**src/rtl/rf_wport_sched_pkg.sv**
```systemverilog
// Shared types and constants for the register-file write-port scheduler.
// Holds the register/data widths, the zero-register constant and the grant encoding.
package rf_wport_sched_pkg;

    localparam int REG_W    = 5;
    localparam int DATA_W   = 32;
    localparam int NUM_REGS = 1 << REG_W;

    localparam logic [REG_W-1:0] REG_ZERO = 5'd0;

    typedef enum logic [1:0] {
        GNT_NONE = 2'd0,
        GNT_WB   = 2'd1,
        GNT_MDU  = 2'd2
    } gnt_e;

    typedef struct packed {
        logic [REG_W-1:0]  addr;
        logic [DATA_W-1:0] data;
    } wr_req_t;

endpackage

```
**src/rtl/rf_wport_sched_if.sv**
```systemverilog
// Bundle of producer, decode and register-file signals around rf_wport_sched.
// The forwarding outputs exist only when RF_WPORT_FWD_EN is defined.
interface rf_wport_sched_if
    import rf_wport_sched_pkg::*;
();
    logic              wb_valid;
    logic [REG_W-1:0]  wb_addr;
    logic [DATA_W-1:0] wb_data;
    logic              mdu_valid;
    logic              mdu_ready;
    logic [REG_W-1:0]  mdu_addr;
    logic [DATA_W-1:0] mdu_data;
    logic              issue_valid;
    logic [REG_W-1:0]  issue_rd;
    logic              issue_ready;
    logic [REG_W-1:0]  r1_addr;
    logic [REG_W-1:0]  r2_addr;
    logic              hazard;
    logic              pipe_stall;
    logic              rf_we;
    logic [REG_W-1:0]  rf_waddr;
    logic [DATA_W-1:0] rf_wdata;
`ifdef RF_WPORT_FWD_EN
    logic              fwd1_hit;
    logic              fwd2_hit;
    logic [DATA_W-1:0] fwd1_data;
    logic [DATA_W-1:0] fwd2_data;
`endif

    modport master (
        output wb_valid, wb_addr, wb_data,
        output mdu_valid, mdu_addr, mdu_data,
        output issue_valid, issue_rd, r1_addr, r2_addr,
        input  mdu_ready, issue_ready, hazard, pipe_stall,
        input  rf_we, rf_waddr, rf_wdata
`ifdef RF_WPORT_FWD_EN
        , input fwd1_hit, fwd2_hit, fwd1_data, fwd2_data
`endif
    );

    modport slave (
        input  wb_valid, wb_addr, wb_data,
        input  mdu_valid, mdu_addr, mdu_data,
        input  issue_valid, issue_rd, r1_addr, r2_addr,
        output mdu_ready, issue_ready, hazard, pipe_stall,
        output rf_we, rf_waddr, rf_wdata
`ifdef RF_WPORT_FWD_EN
        , output fwd1_hit, fwd2_hit, fwd1_data, fwd2_data
`endif
    );

endinterface

```
**src/rtl/rf_sb_pending.sv**
```systemverilog
// Pending-destination scoreboard: one bit per register, set on MDU issue, cleared on write.
// A same-cycle set and clear of one bit leaves it set; register 0 is never pending.
module rf_sb_pending
    import rf_wport_sched_pkg::*;
#(
    parameter int N_LOOK = 3
) (
    input  logic                          clk,
    input  logic                          rst,
    input  logic                          set_i,
    input  logic [REG_W-1:0]              set_addr_i,
    input  logic                          clr_i,
    input  logic [REG_W-1:0]              clr_addr_i,
    input  logic [N_LOOK-1:0][REG_W-1:0]  look_addr_i,
    output logic [N_LOOK-1:0]             look_pend_o
);

    logic [NUM_REGS-1:0] pend_q, pend_d;

    always_comb begin
        pend_d = pend_q;
        if (clr_i)
            pend_d[clr_addr_i] = 1'b0;
        if (set_i && set_addr_i != REG_ZERO)
            pend_d[set_addr_i] = 1'b1;
    end

    always_ff @(posedge clk or negedge rst) begin
        if (!rst)
            pend_q <= '0;
        else
            pend_q <= pend_d;
    end

    for (genvar g = 0; g < N_LOOK; g++) begin : g_look
        assign look_pend_o[g] = (look_addr_i[g] != REG_ZERO) && pend_q[look_addr_i[g]];
    end

endmodule

```
**src/rtl/rf_wport_sched.sv**
```systemverilog
// Arbitrates the single register-file write port between WB and a skid-buffered MDU result,
// with starvation-bounded WB priority and a pending scoreboard. Option: RF_WPORT_FWD_EN.
module rf_wport_sched
    import rf_wport_sched_pkg::*;
#(
    parameter int STARVE_MAX = 4,
    parameter int CNT_W      = 3
) (
    input  logic             clk,
    input  logic             rst,
    rf_wport_sched_if.slave  bus
);

    localparam logic [CNT_W-1:0] STARVE_LIM = CNT_W'(STARVE_MAX);

    logic              full_q, full_d;
    wr_req_t           skid_q, skid_d;
    logic [CNT_W-1:0]  cnt_q, cnt_d;

    gnt_e              gnt;
    logic              stall;
    logic              wb_use;
    logic              drain;
    logic              accept;
    logic              we;
    logic [REG_W-1:0]  waddr;
    logic [DATA_W-1:0] wdata;
    logic              sb_set;
    logic [2:0]        look_pend;

    // A WB write to register 0 is not a real port use, so it never blocks a full skid.
    always_comb begin
        stall  = full_q && (cnt_q == STARVE_LIM);
        wb_use = bus.wb_valid && (bus.wb_addr != REG_ZERO);
        if (stall)
            gnt = GNT_MDU;
        else if (wb_use || (bus.wb_valid && !full_q))
            gnt = GNT_WB;
        else if (full_q)
            gnt = GNT_MDU;
        else
            gnt = GNT_NONE;
    end

    assign drain = (gnt == GNT_MDU);

    always_comb begin
        we    = 1'b0;
        waddr = REG_ZERO;
        wdata = '0;
        case (gnt)
            GNT_WB: begin
                we    = wb_use;
                waddr = bus.wb_addr;
                wdata = bus.wb_data;
            end
            GNT_MDU: begin
                we    = (skid_q.addr != REG_ZERO);
                waddr = skid_q.addr;
                wdata = skid_q.data;
            end
            default: ;
        endcase
    end

    assign bus.mdu_ready = !full_q || drain;
    assign accept        = bus.mdu_valid && bus.mdu_ready;

    always_comb begin
        full_d = full_q;
        skid_d = skid_q;
        if (drain)
            full_d = 1'b0;
        if (accept) begin
            full_d      = 1'b1;
            skid_d.addr = bus.mdu_addr;
            skid_d.data = bus.mdu_data;
        end
    end

    // Counts cycles a buffered result loses the port; reaching the limit forces a drain.
    always_comb begin
        cnt_d = cnt_q;
        if (drain)
            cnt_d = '0;
        else if (full_q)
            cnt_d = cnt_q + 1'b1;
    end

    always_ff @(posedge clk or negedge rst) begin
        if (!rst) begin
            full_q <= 1'b0;
            skid_q <= '0;
            cnt_q  <= '0;
        end else begin
            full_q <= full_d;
            skid_q <= skid_d;
            cnt_q  <= cnt_d;
        end
    end

    rf_sb_pending #(.N_LOOK(3)) u_sb (
        .clk         (clk),
        .rst         (rst),
        .set_i       (sb_set),
        .set_addr_i  (bus.issue_rd),
        .clr_i       (drain),
        .clr_addr_i  (skid_q.addr),
        .look_addr_i ({bus.issue_rd, bus.r2_addr, bus.r1_addr}),
        .look_pend_o (look_pend)
    );

    assign bus.issue_ready = !look_pend[2] || (drain && skid_q.addr == bus.issue_rd);
    assign sb_set          = bus.issue_valid && bus.issue_ready && (bus.issue_rd != REG_ZERO);

    assign bus.pipe_stall = stall;
    assign bus.rf_we      = we;
    assign bus.rf_waddr   = waddr;
    assign bus.rf_wdata   = wdata;

`ifdef RF_WPORT_FWD_EN
    logic drain_r1, drain_r2;

    // The result being written this cycle is bypassed, so its register no longer stalls decode.
    assign drain_r1   = drain && (skid_q.addr == bus.r1_addr);
    assign drain_r2   = drain && (skid_q.addr == bus.r2_addr);
    assign bus.hazard = (look_pend[0] && !drain_r1) || (look_pend[1] && !drain_r2);

    assign bus.fwd1_hit  = we && (waddr == bus.r1_addr) && (bus.r1_addr != REG_ZERO);
    assign bus.fwd2_hit  = we && (waddr == bus.r2_addr) && (bus.r2_addr != REG_ZERO);
    assign bus.fwd1_data = wdata;
    assign bus.fwd2_data = wdata;
`else
    assign bus.hazard = look_pend[0] || look_pend[1];
`endif

endmodule

```
**src/flat_wrapper.sv**
```systemverilog
// flat-port wrapper written by rule: the top's interface ports become plain ports
module rf_wport_sched_flat import rf_wport_sched_pkg::*;
#(
    parameter int STARVE_MAX = 4,
    parameter int CNT_W      = 3
)
  (clk, rst, bus_wb_valid, bus_wb_addr, bus_wb_data, bus_mdu_valid, bus_mdu_addr, bus_mdu_data, bus_issue_valid, bus_issue_rd, bus_r1_addr, bus_r2_addr, bus_mdu_ready, bus_issue_ready, bus_hazard, bus_pipe_stall, bus_rf_we, bus_rf_waddr, bus_rf_wdata);
  rf_wport_sched_if bus_i ();
  input  logic clk;
  input  logic rst;
  input wire logic [$bits(bus_i.wb_valid)-1:0] bus_wb_valid;
  input wire logic [$bits(bus_i.wb_addr)-1:0] bus_wb_addr;
  input wire logic [$bits(bus_i.wb_data)-1:0] bus_wb_data;
  input wire logic [$bits(bus_i.mdu_valid)-1:0] bus_mdu_valid;
  input wire logic [$bits(bus_i.mdu_addr)-1:0] bus_mdu_addr;
  input wire logic [$bits(bus_i.mdu_data)-1:0] bus_mdu_data;
  input wire logic [$bits(bus_i.issue_valid)-1:0] bus_issue_valid;
  input wire logic [$bits(bus_i.issue_rd)-1:0] bus_issue_rd;
  input wire logic [$bits(bus_i.r1_addr)-1:0] bus_r1_addr;
  input wire logic [$bits(bus_i.r2_addr)-1:0] bus_r2_addr;
  output wire logic [$bits(bus_i.mdu_ready)-1:0] bus_mdu_ready;
  output wire logic [$bits(bus_i.issue_ready)-1:0] bus_issue_ready;
  output wire logic [$bits(bus_i.hazard)-1:0] bus_hazard;
  output wire logic [$bits(bus_i.pipe_stall)-1:0] bus_pipe_stall;
  output wire logic [$bits(bus_i.rf_we)-1:0] bus_rf_we;
  output wire logic [$bits(bus_i.rf_waddr)-1:0] bus_rf_waddr;
  output wire logic [$bits(bus_i.rf_wdata)-1:0] bus_rf_wdata;
  assign bus_i.wb_valid = bus_wb_valid;
  assign bus_i.wb_addr = bus_wb_addr;
  assign bus_i.wb_data = bus_wb_data;
  assign bus_i.mdu_valid = bus_mdu_valid;
  assign bus_i.mdu_addr = bus_mdu_addr;
  assign bus_i.mdu_data = bus_mdu_data;
  assign bus_i.issue_valid = bus_issue_valid;
  assign bus_i.issue_rd = bus_issue_rd;
  assign bus_i.r1_addr = bus_r1_addr;
  assign bus_i.r2_addr = bus_r2_addr;
  assign bus_mdu_ready = bus_i.mdu_ready;
  assign bus_issue_ready = bus_i.issue_ready;
  assign bus_hazard = bus_i.hazard;
  assign bus_pipe_stall = bus_i.pipe_stall;
  assign bus_rf_we = bus_i.rf_we;
  assign bus_rf_waddr = bus_i.rf_waddr;
  assign bus_rf_wdata = bus_i.rf_wdata;
  rf_wport_sched #(.STARVE_MAX(STARVE_MAX), .CNT_W(CNT_W)) u_core (.clk(clk), .rst(rst), .bus(bus_i));
endmodule
```
**config.mk**
```make
export PLATFORM = sky130hd
export DESIGN_NAME = rf_wport_sched_flat
export DESIGN_NICKNAME = d
export VERILOG_FILES = /design/src/rtl/rf_wport_sched_pkg.sv /design/src/rtl/rf_wport_sched_if.sv /design/src/rtl/rf_sb_pending.sv /design/src/rtl/rf_wport_sched.sv /design/src/flat_wrapper.sv
export SDC_FILE = /design/constraint.sdc
export NUM_CORES = 1
export LEC_CHECK = 0
export BUFFER_PORTS_ARGS = -buffer_cell sky130_fd_sc_hd__buf_2
export CORE_UTILIZATION = 55
export CTS_CLUSTER_SIZE = 10
export DETAILED_ROUTE_END_ITERATION = 8
export PLACE_DENSITY = 0.85
export SETUP_SLACK_MARGIN = 0.1
export SYNTH_ARGS = -nofsm -noshare
export SYNTH_HDL_FRONTEND = slang
export SYNTH_SLANG_ARGS = --single-unit
```
**constraint.sdc**
```tcl
create_clock -name clk -period 7.4 [get_ports clk]
set_input_delay 0.37 -clock clk [delete_from_list [all_inputs] [get_ports clk]]
set_output_delay 0.37 -clock clk [all_outputs]
set_load 0.01 [all_outputs]
```
==> flow_metrics.tcl, run 1 <==
set metrics [dict create \
    outcome "completed" \
    dominantRegCellSynth "dfrtp_1" \
    first_global_vias 4181 \
    synth_enable_flop_cells 0 \
    critPathArrivalTime_ns 2.95 \
    worst_clock_skew_ns 0.01405 \
    crit_path_max_incr_delay_ns 1.09 \
    core_area_um2 8175 \
    syn-num-nets 563 \
    finalWirelength_um 12920 \
    crit_path_end_kind "output port" \
    internal_power_uw 1060 \
    final_core_util_pct 66.93 \
    routed-via-count 4264 \
    floorplan.initialDensity_pct 56.38 \
    critical_path.startpoint_type "input pin" \
    power_frac_clock_pct 16.9 \
    switching_power_uw 736.6 \
    area_delta_synth_final_pct 18.70 \
    p_seq_share_pct 43.2 \
    layout_cells_sized_above_1_pct 36.38 \
    critPathRequiredTime_ns 7.03 \
    crit_path_cell_trace "buf_2, or4_1, nor2_1, nand2_1, nand3b_1, nand2_1, ha_1, nor2_1, buf_2" \
    cts.reportedPaths.clkPinSlew_ns 0.09 \
    worst_skew_pair.late_latency_ns 0.37 \
    holdWs_ns 0.1869 \
    hpwl_um 9495 \
    synth.cell_area_um2 4609 \
    cts_buffers 9 \
    yosysSeqAreaShare_pct 39.63 \
    final_count_of_pins_violating_max_slew 0 \
    placer_congestion 0.8844 \
    timing_hold_violations_final 0 \
    numPortBuffers 135 \
    cts-resized-gates 0 \
    timing.setup.critical_path_class "in -> out" \
    grt-ovfl-total 0 \
    power_density_nw_per_um2 328.4 \
    actual_transition_at_the_worst_max_transition_pin_ns 1.187 \
    worst_hold_path_type "in -> async" \
    post_synth_cell_types 46 \
    clock_sinks 73 \
    critical_path.slowest_cell "ha_1" \
    ant_nets 0 \
    cts_hold_buf 0 \
    ff_latch_area_um2 1827 \
    path_max_fanout 38 \
    final_min_period_over_clock_period_pct 44.90 \
    htreeDepth 3 \
    number_of_antenna_violations_at_the_first_check_in_global_routing 0 \
    die_area_um2 8751 \
    comb_power_share_pct 40.0 \
    placement_rows 33 \
    grt_start_max_net_pins 74 \
    multi_input_area_um2 2600 \
    drcViolationCount 0 \
    post_drt_wl_per_cell_um 18.87 \
    cap_violations 0 \
    drt-initial-drc-count 344 \
    nFillCells 640 \
    fmax_ghz 0.3009 \
    timing.reg2reg.worst_path_depth 12 \
    setup_fix_buffers_added_after_clock_tree_synthesis 0 \
    critPathTopFamily "simple AND/OR/NAND/NOR gates" \
    switching_share_pct 41.00 \
    setup_violations 0 \
    cp_num_cells 9 \
    drt-pass1-iter-count 6 \
    p_leak_uw 0.002445 \
    avgViaCountPerCell 6.225 \
    period_minus_slack_ns 3.323 \
    clock_tree.root_cell "clkbuf_8" \
    antenna_cells 0 \
    die_width_um 93.55 \
    vdd_ir_drop_max_mv 0.1797 \
    setup_total_negative_slack_ns 0 \
    rsz0062_at_grt "false" \
    ys.warnings.count 0 \
    syn_inst 465 \
    postSynth.asyncResetShare_pct 100.0 \
    global_route_wire_length_before_repair_um 20720 \
    clock_path_buffers 2 \
    final_net_count 673 \
    synth-seq-cells 73 \
    ios 136 \
    cts_tree "yes" \
    crit_buf_inv 2 \
    y_dimension_of_the_die_um 93.55 \
    worst_slew_margin_rel_pct 20.89 \
    gr_util_all_layers_pct 31.03 \
    syn_area_per_cell_um2 9.913 \
]
==> layout make-up <==
class	instances	share of cell area (%)
well taps	105	2.401
clock inverters	7	1.121
repair buffers	139	12.90
flip-flops and latches	73	33.39
clock buffers	9	2.264
multi-input cells	346	47.52
inverters	6	0.4116
==> state kept, by name, summed over array words and instances (netlist names) <==
name	cells
u_core.skid_q	37
u_core.cnt_q	3
u_core.u_sb.pend_q	32
u_core.full_q	1
==> per-layer routing <==
layer  vias up  track usage [%]  part of all wire [%]
li1       1951                -                     -
met1      2062            38.96                    40
met2       213            53.25                    49
met3        38            5.041                   7.8
met4         0            12.69                   3.0
met5         -                0                     0
==> per-stage QoR <==
step	area [um^2]	cells	setup WS, ns	power [uW]
detailed placement	5286	669	4.017	1486
floorplan	4609	465	4.677	1235
global placement	5286	669	4.160	1446
global route	5472	685	3.883	1915
CTS	5472	685	4.120	1784
finish	5472	685	4.077	1797
==> synthesized netlist by cell type (5+ instances only) <==
library cell	number	share of area [%]
dfrtp_1	73	40
a22oi_1	37	6.0
a21oi_1	5	0.54
nand2b_1	5	0.68
nand2_1	10	0.81
inv_1	6	0.49
mux4_2	8	3.9
nand3b_1	13	2.1
o21ai_0	59	6.4
mux2_2	39	9.5
nand3_1	15	1.6
buf_2	10	1.1
nor2_1	56	4.6
clkbuf_1	23	1.9
buf_1	6	0.49
and3_1	5	0.68
mux2i_1	26	5.6
o22ai_1	7	0.95
o211ai_1	11	1.8
==> logic make-up after synthesis <==
group                      after synthesis  synth area share (%)
adders and majority gates                4                 1.086
xor gates and xnor gates                 5                0.9500
DFF                                     73                 39.63
muxes                                   75                 20.22
buffers and inverters                   46                 4.099
and+or+nand+nor                        129                 14.87
AOI/OAI and AO/OA                      133                 19.14
==> path summary, 6_finish.rpt <==
path	from	endpoint	slack (ns)
setup / recovery	bus_wb_addr[3]	bus_rf_wdata[16]	4.08
hold reg to reg	u_core.skid_q[27]	u_core.skid_q[27]	0.52
hold / removal	rst	u_core.skid_q[26]	0.19
min in group clk	bus_mdu_valid	u_core.full_q	0.22
max in group asynchronous	rst	u_core.skid_q[8]	6.56
setup reg to reg	u_core.cnt_q[0]	u_core.u_sb.pend_q[16]	4.34
==> placed cells by master, fill, tap and decap left out, drive strengths merged, types with 2 or more instances in the layout <==
master / count
buf: 139
dfrtp: 73
o21ai: 60
nor2: 56
mux2: 39
a22oi: 37
mux2i: 26
nand3: 15
nand3b: 13
o211ai: 11
nand2: 10
mux4: 10
inv: 10
clkbuf: 9
o22ai: 7
and3: 5
a21oi: 5
nand2b: 5
or3b: 5
xor2: 4
nor2b: 4
ha: 4
nand4: 4
nor4: 4
o311ai: 3
a31oi: 3
or4: 2
and2: 2
or3: 2
o21a: 2
clkinvlp: 2
==> power groups by stage <==
stage / Sequential, uW / Clock [uW] / Combinational, uW
2_1_floorplan: 679 / 0 / 557
3_3_place_gp: 760 / 0 / 686
3_5_place_dp: 777 / 0 / 709
4_1_cts: 769 / 302 / 713
5_1_grt: 801 / 318 / 796
6_report: 776 / 303 / 718
Power figures use the tool's default switching activity.
==> run 2: changes to the inputs <==
CORE_UTILIZATION = 47   (was 55)
PLACE_DENSITY = 0.78   (was 0.85)
clock period = 2.8 ns   (was 7.4 ns; I/O delays follow)
==> flow_metrics.tcl, run 2 (same netlist as run 1, synthesis figures left out) <==
set metrics [dict create \
    drt-pass1-iter-count 6 \
    outcome "completed" \
    finalWirelength_um 12900 \
    setup_total_negative_slack_ns 0 \
    clock_path_buffers 2 \
    least_setup_slack_across_all_paths_after_layout_ns 0.2291 \
    post_drt_wl_per_cell_um 18.01 \
    fmax_ghz 0.3890 \
    area_delta_synth_final_pct 21.85 \
    reg_top3 "u_core.skid_q x37, u_core.u_sb.pend_q x32, u_core.cnt_q x3" \
    path_max_fanout 37 \
    hpwl_um 9562 \
    worst_hold_path_type "in -> reg" \
    timing.setup.critical_path_class "reg -> out" \
    nFillCells 825 \
    worstReg2RegEnd "u_core.u_sb.pend_q[20]" \
    ios 136 \
    final_min_period_over_clock_period_pct 91.82 \
    drcViolationCount 0 \
    largest_register_ff_count 37 \
    critical_path.startpoint_type "flop" \
    ff_latch_area_um2 1827 \
    die_area_um2 10210 \
    clock_sinks 73 \
    worst_skew_pair.late_latency_ns 0.35 \
    actual_transition_at_the_worst_max_transition_pin_ns 0.7353 \
    floorplan.initialDensity_pct 49.19 \
    worst_slew_margin_rel_pct 50.98 \
    timing_hold_violations_final 0 \
    first_global_vias 4107 \
    largest_register "u_core.skid_q" \
    die_width_um 101.0 \
    layout.cells.most_common "buf_2" \
    final_net_count 679 \
    grt_start_max_net_pins 45 \
    clock_tree.root_cell "clkbuf_8" \
    critPathArrivalTime_ns 2.43 \
    htreeDepth 3 \
    y_dimension_of_the_die_um 101.0 \
    routed-via-count 4230 \
    final_count_of_pins_violating_max_slew 0 \
    setup_fix_buffers_added_after_clock_tree_synthesis 0 \
    vdd_ir_drop_max_mv 0.4507 \
    dp_worst_setup_slack_ns 0.2832 \
    timing.reg2reg.worst_path_depth 11 \
    p_leak_uw 0.002496 \
    timing.critical_path.to "bus_rf_waddr[0]" \
    cap_violations 0 \
    commonest_cells_after_routing_fill_and_taps_aside "135 x buf_2, 73 x dfrtp_1, 59 x o21ai_0" \
    gr_util_all_layers_pct 25.96 \
    drt-initial-drc-count 238 \
    grt-ovfl-total 0 \
    cts.reportedPaths.clkPinSlew_ns 0.08 \
    period_minus_slack_ns 2.571 \
    placement_rows 35 \
    worst_clock_skew_ns 0.009819 \
    avgViaCountPerCell 5.908 \
    numPortBuffers 135 \
    power_density_nw_per_um2 858.6 \
    cts_buffers 9 \
    timing.reg2reg.setup_slack_ns 0.26 \
    cts_tree "yes" \
    placer_congestion 0.8552 \
    core_area_um2 9371 \
    regToRegStartpoint "u_core.cnt_q[0]" \
    ant_nets 0 \
    layout_cells_sized_above_1_pct 36.86 \
    number_of_antenna_violations_at_the_first_check_in_global_routing 1 \
    crit_start "u_core.cnt_q[0]" \
    crit_path_end_kind "output port" \
    rsz0062_at_grt "false" \
    setup_violations 0 \
    critPathRequiredTime_ns 2.66 \
    global_route_wire_length_before_repair_um 20310 \
    multi_input_area_um2 2606 \
]
-- run 2: area by class of cell --
type / count / area share, %
antenna: 1 / 0.04455
clock buffer: 11 / 2.517
clock inverter: 5 / 0.9802
inverter: 6 / 0.4010
multi-input combinational: 346 / 46.40
sequential: 73 / 32.52
tap: 129 / 2.874
timing repair buffer: 145 / 14.26
-- run 2: how the worst min path moves through the flow --
| stage | cells past startpoint | slack [ns] | end | startpoint |
|---|---|---|---|---|
| 6_report | 2 | 0.01 | u_core.skid_q[25] | bus_mdu_data[25] |
| 5_1_grt | 2 | 0.01 | u_core.skid_q[26] | bus_mdu_data[26] |
| 4_1_cts | 2 | 0.003 | u_core.skid_q[26] | bus_mdu_data[26] |
| 3_5_place_dp | 1 | 0.24 | u_core.u_sb.pend_q[3] | rst |
| 3_3_place_gp | 1 | 0.24 | u_core.u_sb.pend_q[7] | rst |
| 2_1_floorplan | 0 | -0.16 | u_core.cnt_q[0] | rst |
-- run 2: report_power, final --
part / internal [uW] / switching (uW) / total [uW]
clock network: 433 / 404 / 837
logic: 963 / 963 / 1930
registers: 1540 / 520 / 2060
-- run 2: timing repair --
action	CTS	global route
resized for setup	0	8
hold endpoints to repair	30	0
hold buffers	2	0
setup endpoints to repair	0	38
-- run 2: worst max-delay path, stage by stage (launching register included) --
cell and delay, ns:
dfrtp_1 0.38, inv_1 0.07, ha_1 0.18, and3_1 0.18, nand3b_1 0.22, and2_1 0.21
ha_2 0.22, buf_12 0.18, a22oi_1 0.21, nor2_1 0.06, buf_2 0.15
-- run 2: routing by layer --
metal	global-route usage [%]	wire (um)	vias up
met4	10.03	149	0
met5	0	0	-
li1	-	-	1967
met2	43.89	6395	200
met3	5.409	1055	16
met1	32.66	5296	2047
-- run 2: stage by stage --
step                      utilization [%]  power (uW)  instance area [um^2]  hold slack [ns]  std cells
final                               59.93        4822                  5617          0.01330        716
after global routing                59.93        5129                  5617          0.01082        716
after CTS                           59.56        4794                  5582         0.002925        715
after detailed placement            57.25        3952                  5365           0.2405        697
after global placement              57.25        3851                  5365           0.2380        697
after floorplan                         -        3265                  4609          -0.1556        465
